$ cat config.mk
export PLATFORM = sky130hd
export DESIGN_NAME = pc_unit
export DESIGN_NICKNAME = d
export VERILOG_FILES = /design/src/rtl/pc_unit.sv
export SDC_FILE = /design/constraint.sdc
export NUM_CORES = 1
export LEC_CHECK = 0
export CAP_MARGIN = 10
export CORE_ASPECT_RATIO = 0.5
export CORE_MARGIN = 8
export CORE_UTILIZATION = 30
export CTS_CLUSTER_SIZE = 16
export DETAILED_ROUTE_END_ITERATION = 10
export DONT_BUFFER_PORTS = 1
export PLACE_DENSITY = 0.55
export REMOVE_ABC_BUFFERS = 1
export SLEW_MARGIN = 20
export SYNTH_ARGS = -nofsm -noshare
export SYNTH_HDL_FRONTEND = slang
export SYNTH_SLANG_ARGS = --single-unit
$ cat constraint.sdc
create_clock -name clk -period 3.3 [get_ports clk]
set_input_delay 0.66 -clock clk [delete_from_list [all_inputs] [get_ports clk]]
set_output_delay 0.66 -clock clk [all_outputs]
set_load 0.01 [all_outputs]
$ cat src/rtl/pc_unit.sv
// Program counter for the multicycle MIPS datapath: next-PC select, return-address stack,
// exception entry/return with misaligned-target trapping. All outputs are registered.
module pc_unit #(
    parameter int                 WIDTH        = 32,
    parameter logic [WIDTH-1:0]   RESET_VECTOR = 32'h0040_0000,
    parameter logic [WIDTH-1:0]   EXC_VECTOR   = 32'h8000_0180,
    parameter int                 RAS_DEPTH    = 4
) (
    input  logic             clk,
    input  logic             reset,
    input  logic             enable,
    input  logic [2:0]       pc_sel,
    input  logic [WIDTH-1:0] branch_tgt,
    input  logic [25:0]      jump_index,
    input  logic [WIDTH-1:0] reg_tgt,
    input  logic             call,
    input  logic             exc_req,
    input  logic             eret,
    output logic [WIDTH-1:0] pc,
    output logic [WIDTH-1:0] epc,
    output logic [WIDTH-1:0] bad_addr,
    output logic             addr_err,
    output logic             ras_empty
);

    localparam int PW = $clog2(RAS_DEPTH);
    localparam int CW = PW + 1;
    localparam logic [CW-1:0] RAS_FULL = CW'(RAS_DEPTH);

    logic [WIDTH-1:0] ras_mem [RAS_DEPTH];
    logic [PW-1:0]    ras_top;
    logic [CW-1:0]    ras_cnt;

    logic [WIDTH-1:0] pc_plus4;
    logic [WIDTH-1:0] jmp_tgt;
    logic [WIDTH-1:0] tgt;
    logic             ras_has;
    logic             do_pop;
    logic             misalign;

    always_comb begin
        pc_plus4        = pc + WIDTH'(4);
        // J-type keeps the upper nibble of PC+4 and replaces the low 28 bits
        jmp_tgt         = pc_plus4;
        jmp_tgt[27:0]   = {jump_index, 2'b00};
        ras_has         = (ras_cnt != '0);
        case (pc_sel)
            3'd1:    tgt = branch_tgt;
            3'd2:    tgt = jmp_tgt;
            3'd3:    tgt = reg_tgt;
            3'd4:    tgt = ras_has ? ras_mem[ras_top] : reg_tgt;
            default: tgt = pc_plus4;
        endcase
        misalign = (tgt[1:0] != 2'b00);
        do_pop   = (pc_sel == 3'd4) && ras_has;
    end

    assign ras_empty = (ras_cnt == '0);

    always_ff @(posedge clk) begin
        if (reset) begin
            pc       <= RESET_VECTOR;
            epc      <= '0;
            bad_addr <= '0;
            addr_err <= 1'b0;
            ras_top  <= '0;
            ras_cnt  <= '0;
            for (int i = 0; i < RAS_DEPTH; i++) begin
                ras_mem[i] <= '0;
            end
        end else begin
            addr_err <= 1'b0;
            if (exc_req) begin
                pc  <= EXC_VECTOR;
                epc <= pc;
            end else if (eret) begin
                pc <= epc;
            end else if (enable) begin
                if (misalign) begin
                    pc       <= EXC_VECTOR;
                    epc      <= pc;
                    bad_addr <= tgt;
                    addr_err <= 1'b1;
                end else begin
                    pc <= tgt;
                    if (call && do_pop) begin
                        ras_mem[ras_top] <= pc_plus4;
                    end else if (call) begin
                        // full stack: pointer wraps onto the oldest entry
                        ras_mem[ras_top + PW'(1)] <= pc_plus4;
                        ras_top <= ras_top + PW'(1);
                        if (ras_cnt != RAS_FULL) begin
                            ras_cnt <= ras_cnt + CW'(1);
                        end
                    end else if (do_pop) begin
                        ras_top <= ras_top - PW'(1);
                        ras_cnt <= ras_cnt - CW'(1);
                    end
                end
            end
        end
    end

endmodule

==> flow_metrics.tcl <==
set metrics [dict create \
    ys_warn_count 0 \
    ys_types 77 \
    avgSynthCellArea_sq_um 10.3 \
    yosys-top-cells-area "edfxtp_1, dfxtp_1, mux2i_1" \
    critical_path.top_delay_family "simple AND/OR/NAND/NOR gates" \
    min_period_ps 2760 \
    core_sq_um 39100 \
    route.detailed.drc 0 \
    grt_max_degree 74 \
    grt_use_met2_pct 30.8 \
    area_growth_pct 11.1 \
    drv_cap 0 \
    clock_skew_ps 11.8 \
    nets 1231 \
    power_density_nw_per_um2 492 \
    portBuffers 0 \
    synth_top_area_cell "edfxtp_1" \
    synthArstFlopShare_pct 0 \
    die_x_microns 298 \
    top_level_ports 197 \
    synth_top_area_share_pct 32.2 \
    ant_nets 0 \
    globalRoute.busiestLayer "met2" \
    crit_path_max_incr_delay_ps 510 \
    slowest_stage "dfxtp_1" \
    cts_made_buffers 25 \
    hold_path_class "input pin to flip-flop" \
    required_ps 3750 \
    grt_pass1_vias 9190 \
    die_h_microns 157 \
    critPathKind "flip-flop to flip-flop" \
    place_congestion 0.847 \
    synth_commonest_cells "nor2_1, nand2_1, edfxtp_1" \
    overflow 0 \
    ctsHoldBuffers 0 \
    syn_area_sq_um 12000 \
    whs_ps 195 \
    path_clk_slew_ps 70 \
    power_mw 6.53 \
    die-area_sq_um 46900 \
    firstDrtPassIters 5 \
    cp.arrival_ps 3210 \
    cts_sinks 232 \
    met3_usage_pct 3.19 \
    grtUsageTotal_pct 16.6 \
    timing.fmax_mhz 362 \
    dp_hpwl_mm 29.0 \
    leakage_nw 4.33 \
    clock_latency_ps 540 \
    cts_buffer_depth 3 \
    synth.most_common_cell "nor2_1" \
    setup_viol 0 \
    rows 51 \
    htree_levels 1 \
    dr_total_vias 9279 \
    drv_slew 0 \
    cts_tree "done" \
    start_kind "flip-flop" \
    synth_edf_count 128 \
    fin_cells 1682 \
    drt_iter0_drc 706 \
    peakVddDrop_uv 365 \
    start_util_pct 30.6 \
    fin_util_pct 34.0 \
    totalWireLength_mm 40.8 \
    post-place-ws_ps 485 \
    synth_flop_cell "edfxtp_1" \
    via_per_inst 5.52 \
    ctsResizeCount 0 \
    antenna_found_initial 5 \
    cp.buffers_inverters 1 \
    crit_path_end_kind "flip-flop" \
    dpl-instance-area_sq_um 12500 \
    tightest_slew_ps 911 \
    fin_crit_sh_pct 83.7 \
    max_slew_margin_pct 39.1 \
    crit_chain "ha_1 > nand3_2 > buf_4 > nand2b_1 > nor4_2 > xnor2_1 > o221a_2 > a211oi_1" \
    setup_tns_ps 0 \
    fin_area_sq_um 13300 \
    synth_seq_area_share_pct 49.6 \
    dp.cells 1633 \
    final.setup.worst_slack_ps 537 \
    grt_use_met1_pct 19.1 \
    wire_per_inst_microns 24.3 \
    synth_seq_cells 232 \
    cts_setup_buffers 0 \
    status "complete, no violations" \
    crit_fanout 8 \
    root_buffer "clkbuf_16" \
    drive_gt1_share_pct 12.7 \
    grt_pass1_wl_mm 60.0 \
    rsz0062_at_grt "no" \
    synth_cells 1164 \
    hold_violations 0 \
]
-- layer usage --
metal,wire length [microns],up-vias,share of wire (%)
met4,1340,4,3.3
met3,2540,72,6.2
met1,15400,4705,38
met2,21500,328,53
li1,-,4170,-
met5,27,-,0.066
-- final cells by class --
class / instances / area [sq um]
Multi-Input combinational cell: 817 / 5520
Antenna cell: 3 / 7.51
Clock buffer: 27 / 633
Sequential cell: 232 / 5930
Timing Repair Buffer: 30 / 263
Clock inverter: 19 / 179
Tap cell: 530 / 663
Inverter: 24 / 90.1
Fill cell: 3938 / 25800
-- state kept, by name, indices dropped and copies added, names as in the netlist, named ones only --
name and flops:
epc 32, ras_mem 128, bad_addr 32, ras_top 2
addr_err 1, ras_cnt 3, pc 32
-- power breakdown --
part | switching (mW) | total [mW] | internal, mW
clock network | 1.20 | 2.83 | 1.62
logic | 0.315 | 0.514 | 0.199
registers | 0.0675 | 3.19 | 3.12
-- kinds of logic after synthesis --
logic type	count (synthesis)	synth area share, %
and+or+nand+nor	467	18.4
adders and majority gates	2	0.272
DFF	232	49.6
AOI/OAI and AO/OA	195	11.5
xor gates and xnor gates	31	2.27
buffers and inverters	115	4.35
muxes	122	13.6
-- cell usage in the layout, fill, tap and decap left out, drive strengths merged, types with 27 or more instances in the layout --
| master | instances |
|---|---|
| a21oi | 58 |
| buf | 30 |
| clkbuf | 27 |
| dfxtp | 104 |
| edfxtp | 128 |
| mux2i | 78 |
| mux4 | 31 |
| nand2 | 154 |
| nor2 | 179 |
-- final timing paths --
check	start	endpoint	slack, ps	depth (start not counted)
worst min register to register	epc[11]	epc[11]	530	2
worst max register to register	pc[3]	bad_addr[28]	540	8
worst min-delay path	reset	bad_addr[30]	200	1
worst max-delay path	pc[3]	bad_addr[28]	540	8
(Power assumes the default switching activity.)
